--- config.mk ---
export PLATFORM = sky130hd
export DESIGN_NAME = bht_access_scheduler_flat
export DESIGN_NICKNAME = d
export VERILOG_FILES = /design/src/rtl/bht_access_scheduler_if.sv /design/src/rtl/bht_access_scheduler.sv /design/src/flat_wrapper.sv
export SDC_FILE = /design/constraint.sdc
export NUM_CORES = 1
export LEC_CHECK = 0
export ABC_AREA = 1
export CAP_MARGIN = 20
export CORE_MARGIN = 2
export CORE_UTILIZATION = 30
export DETAILED_ROUTE_END_ITERATION = 6
export GPL_TIMING_DRIVEN = 0
export PLACE_DENSITY = 0.55
export SYNTH_ARGS = -nofsm -noshare
export SYNTH_HDL_FRONTEND = slang
export SYNTH_SLANG_ARGS = --single-unit
--- constraint.sdc ---
create_clock -name clk -period 1.8 [get_ports clk]
set_input_delay 0.27 -clock clk [delete_from_list [all_inputs] [get_ports clk]]
set_output_delay 0.27 -clock clk [all_outputs]
set_load 0.01 [all_outputs]
--- src/rtl/bht_access_scheduler_if.sv ---
// Handshake and RAM bus bundle for the BHT access scheduler.
// slave = scheduler side, master = IF/EX/RAM environment side.
interface bht_access_scheduler_if #(
   parameter int ADDR_W = 5
);
   logic              lkp_valid;
   logic [ADDR_W-1:0] lkp_addr;
   logic              lkp_ready;
   logic              pred_valid;
   logic              pred_taken;
   logic              upd_valid;
   logic [ADDR_W-1:0] upd_addr;
   logic              upd_taken;
   logic              upd_ready;
   logic              mem_en;
   logic              mem_we;
   logic [ADDR_W-1:0] mem_addr;
   logic [1:0]        mem_wdata;
   logic [1:0]        mem_rdata;
   logic              init_done;

   modport slave (
      input  lkp_valid, lkp_addr,
      input  upd_valid, upd_addr, upd_taken,
      input  mem_rdata,
      output lkp_ready, pred_valid, pred_taken,
      output upd_ready,
      output mem_en, mem_we, mem_addr, mem_wdata,
      output init_done
   );

   modport master (
      output lkp_valid, lkp_addr,
      output upd_valid, upd_addr, upd_taken,
      output mem_rdata,
      input  lkp_ready, pred_valid, pred_taken,
      input  upd_ready,
      input  mem_en, mem_we, mem_addr, mem_wdata,
      input  init_done
   );
endinterface

--- src/rtl/bht_access_scheduler.sv ---
// Single-port 2-bit BHT counter RAM sequencer: init sweep,
// lookup vs. buffered-update arbitration, counter RMW.
module bht_access_scheduler #(
   parameter int         ADDR_W     = 5,
   parameter int         UPD_DEPTH  = 4,
   parameter int         STARVE_MAX = 8,
   parameter logic [1:0] INIT_CNT   = 2'b01
) (
   input  logic clk,
   input  logic arst_n,
   bht_access_scheduler_if.slave bus
);

   localparam int PW = $clog2(UPD_DEPTH);
   localparam int SW = $clog2(STARVE_MAX + 1);

   typedef enum logic [1:0] {
      INIT,
      IDLE,
      UPD_WR
   } state_t;

   state_t            state_q, state_d;
   logic [ADDR_W-1:0] init_idx_q, init_idx_d;
   logic              init_done_q, init_done_d;
   logic              pred_valid_q, pred_valid_d;
   logic [SW-1:0]     starve_q, starve_d;
   logic [PW-1:0]     wr_ptr_q, wr_ptr_d;
   logic [PW-1:0]     rd_ptr_q, rd_ptr_d;
   logic [PW:0]       count_q, count_d;
   logic [ADDR_W-1:0] fifo_addr_q [UPD_DEPTH];
   logic              fifo_taken_q [UPD_DEPTH];

   logic              full, empty, force_upd;
   logic              push, pop, lkp_rdy;
   logic [ADDR_W-1:0] head_addr;
   logic              head_taken;
   logic              mem_en_c, mem_we_c;
   logic [ADDR_W-1:0] mem_addr_c;
   logic [1:0]        mem_wdata_c;

   function automatic logic [1:0] sat_next(
      input logic [1:0] old,
      input logic       taken
   );
      if (taken)
         return (old == 2'b11) ? 2'b11 : old + 2'b01;
      return (old == 2'b00) ? 2'b00 : old - 2'b01;
   endfunction

   assign full       = (count_q == (PW+1)'(UPD_DEPTH));
   assign empty      = (count_q == '0);
   assign force_upd  = full |
                       (!empty && starve_q == SW'(STARVE_MAX));
   assign head_addr  = fifo_addr_q[rd_ptr_q];
   assign head_taken = fifo_taken_q[rd_ptr_q];
   assign lkp_rdy    = (state_q == IDLE) && !force_upd;
   assign push       = bus.upd_valid && bus.upd_ready;
   assign pop        = (state_q == UPD_WR);

   assign bus.lkp_ready  = lkp_rdy;
   assign bus.upd_ready  = init_done_q && !full;
   assign bus.init_done  = init_done_q;
   assign bus.pred_valid = pred_valid_q;
   assign bus.pred_taken = pred_valid_q & bus.mem_rdata[1];
   assign bus.mem_en     = arst_n & mem_en_c;
   assign bus.mem_we     = arst_n & mem_we_c;
   assign bus.mem_addr   = arst_n ? mem_addr_c : '0;
   assign bus.mem_wdata  = arst_n ? mem_wdata_c : '0;

   // FSM next state, arbitration and RAM command
   always_comb begin
      state_d      = state_q;
      init_idx_d   = init_idx_q;
      init_done_d  = init_done_q;
      pred_valid_d = 1'b0;
      starve_d     = starve_q;
      mem_en_c     = 1'b0;
      mem_we_c     = 1'b0;
      mem_addr_c   = '0;
      mem_wdata_c  = '0;
      unique case (state_q)
         INIT: begin
            mem_en_c    = 1'b1;
            mem_we_c    = 1'b1;
            mem_addr_c  = init_idx_q;
            mem_wdata_c = INIT_CNT;
            init_idx_d  = init_idx_q + ADDR_W'(1);
            if (&init_idx_q) begin
               state_d     = IDLE;
               init_done_d = 1'b1;
            end
         end
         IDLE: begin
            if (force_upd) begin
               mem_en_c   = 1'b1;
               mem_addr_c = head_addr;
               state_d    = UPD_WR;
            end else if (bus.lkp_valid) begin
               mem_en_c     = 1'b1;
               mem_addr_c   = bus.lkp_addr;
               pred_valid_d = 1'b1;
               starve_d     = empty ? '0 : starve_q + SW'(1);
            end else if (!empty) begin
               mem_en_c   = 1'b1;
               mem_addr_c = head_addr;
               state_d    = UPD_WR;
            end
         end
         UPD_WR: begin
            mem_en_c    = 1'b1;
            mem_we_c    = 1'b1;
            mem_addr_c  = head_addr;
            mem_wdata_c = sat_next(bus.mem_rdata, head_taken);
            starve_d    = '0;
            state_d     = IDLE;
         end
         default: state_d = INIT;
      endcase
   end

   // update FIFO pointer and occupancy bookkeeping
   always_comb begin
      wr_ptr_d = wr_ptr_q + PW'(push);
      rd_ptr_d = rd_ptr_q + PW'(pop);
      count_d  = count_q + (PW+1)'(push) - (PW+1)'(pop);
   end

   // state registers
   always_ff @(posedge clk or negedge arst_n) begin
      if (!arst_n) begin
         state_q      <= INIT;
         init_idx_q   <= '0;
         init_done_q  <= 1'b0;
         pred_valid_q <= 1'b0;
         starve_q     <= '0;
         wr_ptr_q     <= '0;
         rd_ptr_q     <= '0;
         count_q      <= '0;
      end else begin
         state_q      <= state_d;
         init_idx_q   <= init_idx_d;
         init_done_q  <= init_done_d;
         pred_valid_q <= pred_valid_d;
         starve_q     <= starve_d;
         wr_ptr_q     <= wr_ptr_d;
         rd_ptr_q     <= rd_ptr_d;
         count_q      <= count_d;
      end
   end

   // update FIFO storage
   always_ff @(posedge clk or negedge arst_n) begin
      if (!arst_n) begin
         for (int i = 0; i < UPD_DEPTH; i++) begin
            fifo_addr_q[i]  <= '0;
            fifo_taken_q[i] <= 1'b0;
         end
      end else if (push) begin
         fifo_addr_q[wr_ptr_q]  <= bus.upd_addr;
         fifo_taken_q[wr_ptr_q] <= bus.upd_taken;
      end
   end

endmodule

--- src/flat_wrapper.sv ---
// flat-port wrapper written by rule: the top's interface ports become plain ports
module bht_access_scheduler_flat 
#(
   parameter int         ADDR_W     = 5,
   parameter int         UPD_DEPTH  = 4,
   parameter int         STARVE_MAX = 8,
   parameter logic [1:0] INIT_CNT   = 2'b01
)
  (clk, arst_n, bus_lkp_valid, bus_lkp_addr, bus_upd_valid, bus_upd_addr, bus_upd_taken, bus_mem_rdata, bus_lkp_ready, bus_pred_valid, bus_pred_taken, bus_upd_ready, bus_mem_en, bus_mem_we, bus_mem_addr, bus_mem_wdata, bus_init_done);
  bht_access_scheduler_if #(.ADDR_W(ADDR_W)) bus_i ();
  input  logic clk;
  input  logic arst_n;
  input wire logic [$bits(bus_i.lkp_valid)-1:0] bus_lkp_valid;
  input wire logic [$bits(bus_i.lkp_addr)-1:0] bus_lkp_addr;
  input wire logic [$bits(bus_i.upd_valid)-1:0] bus_upd_valid;
  input wire logic [$bits(bus_i.upd_addr)-1:0] bus_upd_addr;
  input wire logic [$bits(bus_i.upd_taken)-1:0] bus_upd_taken;
  input wire logic [$bits(bus_i.mem_rdata)-1:0] bus_mem_rdata;
  output wire logic [$bits(bus_i.lkp_ready)-1:0] bus_lkp_ready;
  output wire logic [$bits(bus_i.pred_valid)-1:0] bus_pred_valid;
  output wire logic [$bits(bus_i.pred_taken)-1:0] bus_pred_taken;
  output wire logic [$bits(bus_i.upd_ready)-1:0] bus_upd_ready;
  output wire logic [$bits(bus_i.mem_en)-1:0] bus_mem_en;
  output wire logic [$bits(bus_i.mem_we)-1:0] bus_mem_we;
  output wire logic [$bits(bus_i.mem_addr)-1:0] bus_mem_addr;
  output wire logic [$bits(bus_i.mem_wdata)-1:0] bus_mem_wdata;
  output wire logic [$bits(bus_i.init_done)-1:0] bus_init_done;
  assign bus_i.lkp_valid = bus_lkp_valid;
  assign bus_i.lkp_addr = bus_lkp_addr;
  assign bus_i.upd_valid = bus_upd_valid;
  assign bus_i.upd_addr = bus_upd_addr;
  assign bus_i.upd_taken = bus_upd_taken;
  assign bus_i.mem_rdata = bus_mem_rdata;
  assign bus_lkp_ready = bus_i.lkp_ready;
  assign bus_pred_valid = bus_i.pred_valid;
  assign bus_pred_taken = bus_i.pred_taken;
  assign bus_upd_ready = bus_i.upd_ready;
  assign bus_mem_en = bus_i.mem_en;
  assign bus_mem_we = bus_i.mem_we;
  assign bus_mem_addr = bus_i.mem_addr;
  assign bus_mem_wdata = bus_i.mem_wdata;
  assign bus_init_done = bus_i.init_done;
  bht_access_scheduler #(.ADDR_W(ADDR_W), .UPD_DEPTH(UPD_DEPTH), .STARVE_MAX(STARVE_MAX), .INIT_CNT(INIT_CNT)) u_core (.clk(clk), .arst_n(arst_n), .bus(bus_i));
endmodule
==> impl_metrics.ini <==
[outcome]
status = finished with violations
violations = setup timing

[power_and_ir_drop]
p_per_area_mw_per_mm2 = 1680
clkPwrFrac = 0.105
switching_share = 0.437
p_seq_frac = 0.311
max-vdd-ir-drop_v = 0.000473
p_int_uw = 3230
p_leak_uw = 0.00169
p_comb_frac = 0.584
switchingPower_uw = 2510

[timing]
tns_ns = -1.09
tightest_slew_ns = 0.749
hold_slack_ns = 0.455
fmax_ghz = 0.496
fin_ws_ns = -0.216
hold_viol = 0
final_max_slew_viol_count = 0
finalCritPeriodShare = 1.12
clock_skew_ns = 0.0103
timing.final.crit_period_ns = 2.02
maxSlewHeadroom = 0.499
rsz0062_at_grt = yes
setup_viol = 8

[critical_path]
cp_top_family = simple AND/OR/NAND/NOR gates
max_stage_delay_ns = 0.40
worstSetupStartpointType = flop
worstPathMaxFanout = 4
crit_slowest_cell = dfrtp_1
critPathBufInv = 4
crit_chain = inv_2, ha_4, nand2_4, nor2_4, nand2_2, nand2_4, nor2_8, buf_6, nand2_2, nand3_2, nand2_1, inv_2, buf_6
cp-end-kind = output port
path_class = reg2out
worstPathRequired_ns = 1.53
worstPathArrival_ns = 1.75
r2r_slack_ns = -0.01

[logic_synthesis]
syn_inst = 307
syn-cell-area_mm2 = 0.00248
syn_nets = 333
ys_ff_latch = 44
synth_compound_area_frac = 0.127
synth_top_area_cell = dfrtp_1
syn_area_per_cell_um2 = 8.07
synth_cell_types = 27
yosys_warnings = 0
synth_fa_ha_area_frac = 0.0485
synth.area.mux_share = 0
synthXorXnorAreaFrac = 0.0283
synth_top_cell_area_share = 0.444
yosys-top-cells-area = dfrtp_1 44%, nand2_1 12%, inv_1 8.5%
synth_top_family_by_area = simple AND/OR/NAND/NOR gates
yosysSeqAreaShare = 0.444
yosys.area_share.simple = 0.242

[detailed_routing]
wl_per_cell_um = 12.7
firstDrtPassIters = 4
drt_drc_violations_left = 0
num_vias = 2142
wl_um = 6010
drtAntennaViolNets = 0
routed_via_density = 4.54
drtIter0Drc = 105

[clocking]
clock_latency_ns = 0.30
cts_inserted_buffers = 5
cts_root_buffer = clkbuf_8
tritoncts = built
cts_buffer_depth = 2
cts_sinks = 44
path_clk_slew_ns = 0.08
cts_max_level = 2

[grt]
grt_max_degree = 30
grt_pass1_vias = 2079
grt_pass1_wl_um = 9890
grt_usage = 0.142
antenna_found_initial = 0
grt_overflow_total = 0

[final_layout]
antenna_cells = 0
area_growth_pct = 38.1
final_area_mm2 = 0.00342
final_common_cell = nand2_1
mostFrequentLayoutCells = 67 x nand2_1, 49 x inv_1, 41 x dfrtp_1
drive_gt1_frac = 0.292
final_nets = 393

[die]
core_area_mm2 = 0.00809
ios = 31
die_h_um = 94.9
rows = 33
die_area_mm2 = 0.00900
initial_utilization = 0.306
die-width_um = 94.9

[place]
port-buffer-count = 30
hpwl_um = 4140
preCtsSetupSlack_ns = -0.559
gp_congestion = 0.755
placed_area_mm2 = 0.00292

[hold_path]
hold_path_class = in2reg

[run]
maxCapViolations = 0
## synth_stat cells
library cell,number
buf_6,3
nor2_1,11
xnor2_1,1
dfrtp_1,44
inv_2,1
nor3_4,4
fa_1,1
nor2_8,1
and2_0,2
nor3_1,2
nand3_1,13
inv_1,56
a21oi_4,1
nand2_4,3
nand2_1,82
o21ai_0,34
nand4_1,2
buf_2,2
nor2_2,3
buf_4,2
a21boi_0,1
ha_1,8
xor2_1,7
o21ai_2,4
o21ai_1,2
nand2_2,2
a21oi_1,15
## per-layer routing
metal  part of all wire  GRT usage
met1               0.46      0.194
met3              0.042     0.0215
met5                  0          0
met4             0.0096     0.0399
met2               0.48      0.233
## power by group through the flow
stage | combinational (uW) | sequential, uW | clock (uW)
finish | 3350 | 1780 | 604
global route | 3730 | 1850 | 650
CTS | 2930 | 1770 | 621
detailed placement | 2440 | 1770 | 0
global placement | 2380 | 1760 | 0
floorplan | 1720 | 1710 | 0
## path summary, 6_finish.rpt
| check | end | depth (start not counted) | start |
|---|---|---|---|
| max reg2reg | u_core.count_q[2] | 7 | u_core.state_q[0] |
| max in group asynchronous | u_core.count_q[2] | 2 | arst_n |
| min reg2reg | u_core.init_idx_q[0] | 1 | u_core.init_idx_q[0] |
| max | bus_mem_addr[1] | 13 | u_core.starve_q[0] |
| min in group asynchronous | u_core.rd_ptr_q[0] | 3 | arst_n |
| min | u_core.bus.pred_valid | 3 | bus_lkp_valid |
## cells by family after synthesis
logic type,after synthesis
buffers and inverters,64
XOR/XNOR,8
AO/OA/AOI/OAI,57
flip-flops,44
adder cells (fa/ha/maj),9
AND/OR/NAND/NOR,125
## metrics by stage
| step | cells | utilization | power (uW) |
|---|---|---|---|
| floorplan | 307 | - | 3430 |
| global placement | 442 | 0.359 | 4150 |
| detailed placement | 443 | 0.361 | 4210 |
| CTS | 465 | 0.400 | 5330 |
| global route | 472 | 0.423 | 6220 |
| finish | 472 | 0.423 | 5740 |
## what timing repair did
| item | CTS | global route |
|---|---|---|
| endpoints found under the hold margin | 15 | 0 |
| hold buffers | 2 | 0 |
| endpoints found under the setup margin | 13 | 14 |
| gates cloned | 1 | 0 |
| pin swaps | 14 | 11 |
| setup buffers | 12 | 8 |
| gates resized for setup | 80 | 39 |
## tightest hold or removal path, stage by stage
cell	delay, ns
dlymetal6s2s_1	0.25
nand2_4	0.15
inv_1	0.04
## flip-flops by register name, summed over array words and instances, names as in the netlist
signal / flops
u_core.bus.init_done: 1
u_core.wr_ptr_q: 2
u_core.init_idx_q: 5
u_core.bus.pred_valid: 1
u_core.fifo_taken_q: 4
u_core.count_q: 3
u_core.state_q: 2
u_core.rd_ptr_q: 2
u_core.starve_q: 4
u_core.fifo_addr_q: 20
## layout make-up
class / count / area, um2
fill: 840 / 4670
multi-input combinational: 199 / 1280
sequential: 44 / 1100
timing repair buffer: 52 / 524
inverter: 57 / 225
tap: 105 / 131
clock buffer: 6 / 72.6
buffer: 7 / 68.8
timing repair inverter: 1 / 6.26
clock inverter: 1 / 5.00
Power figures use the tool's default switching activity.
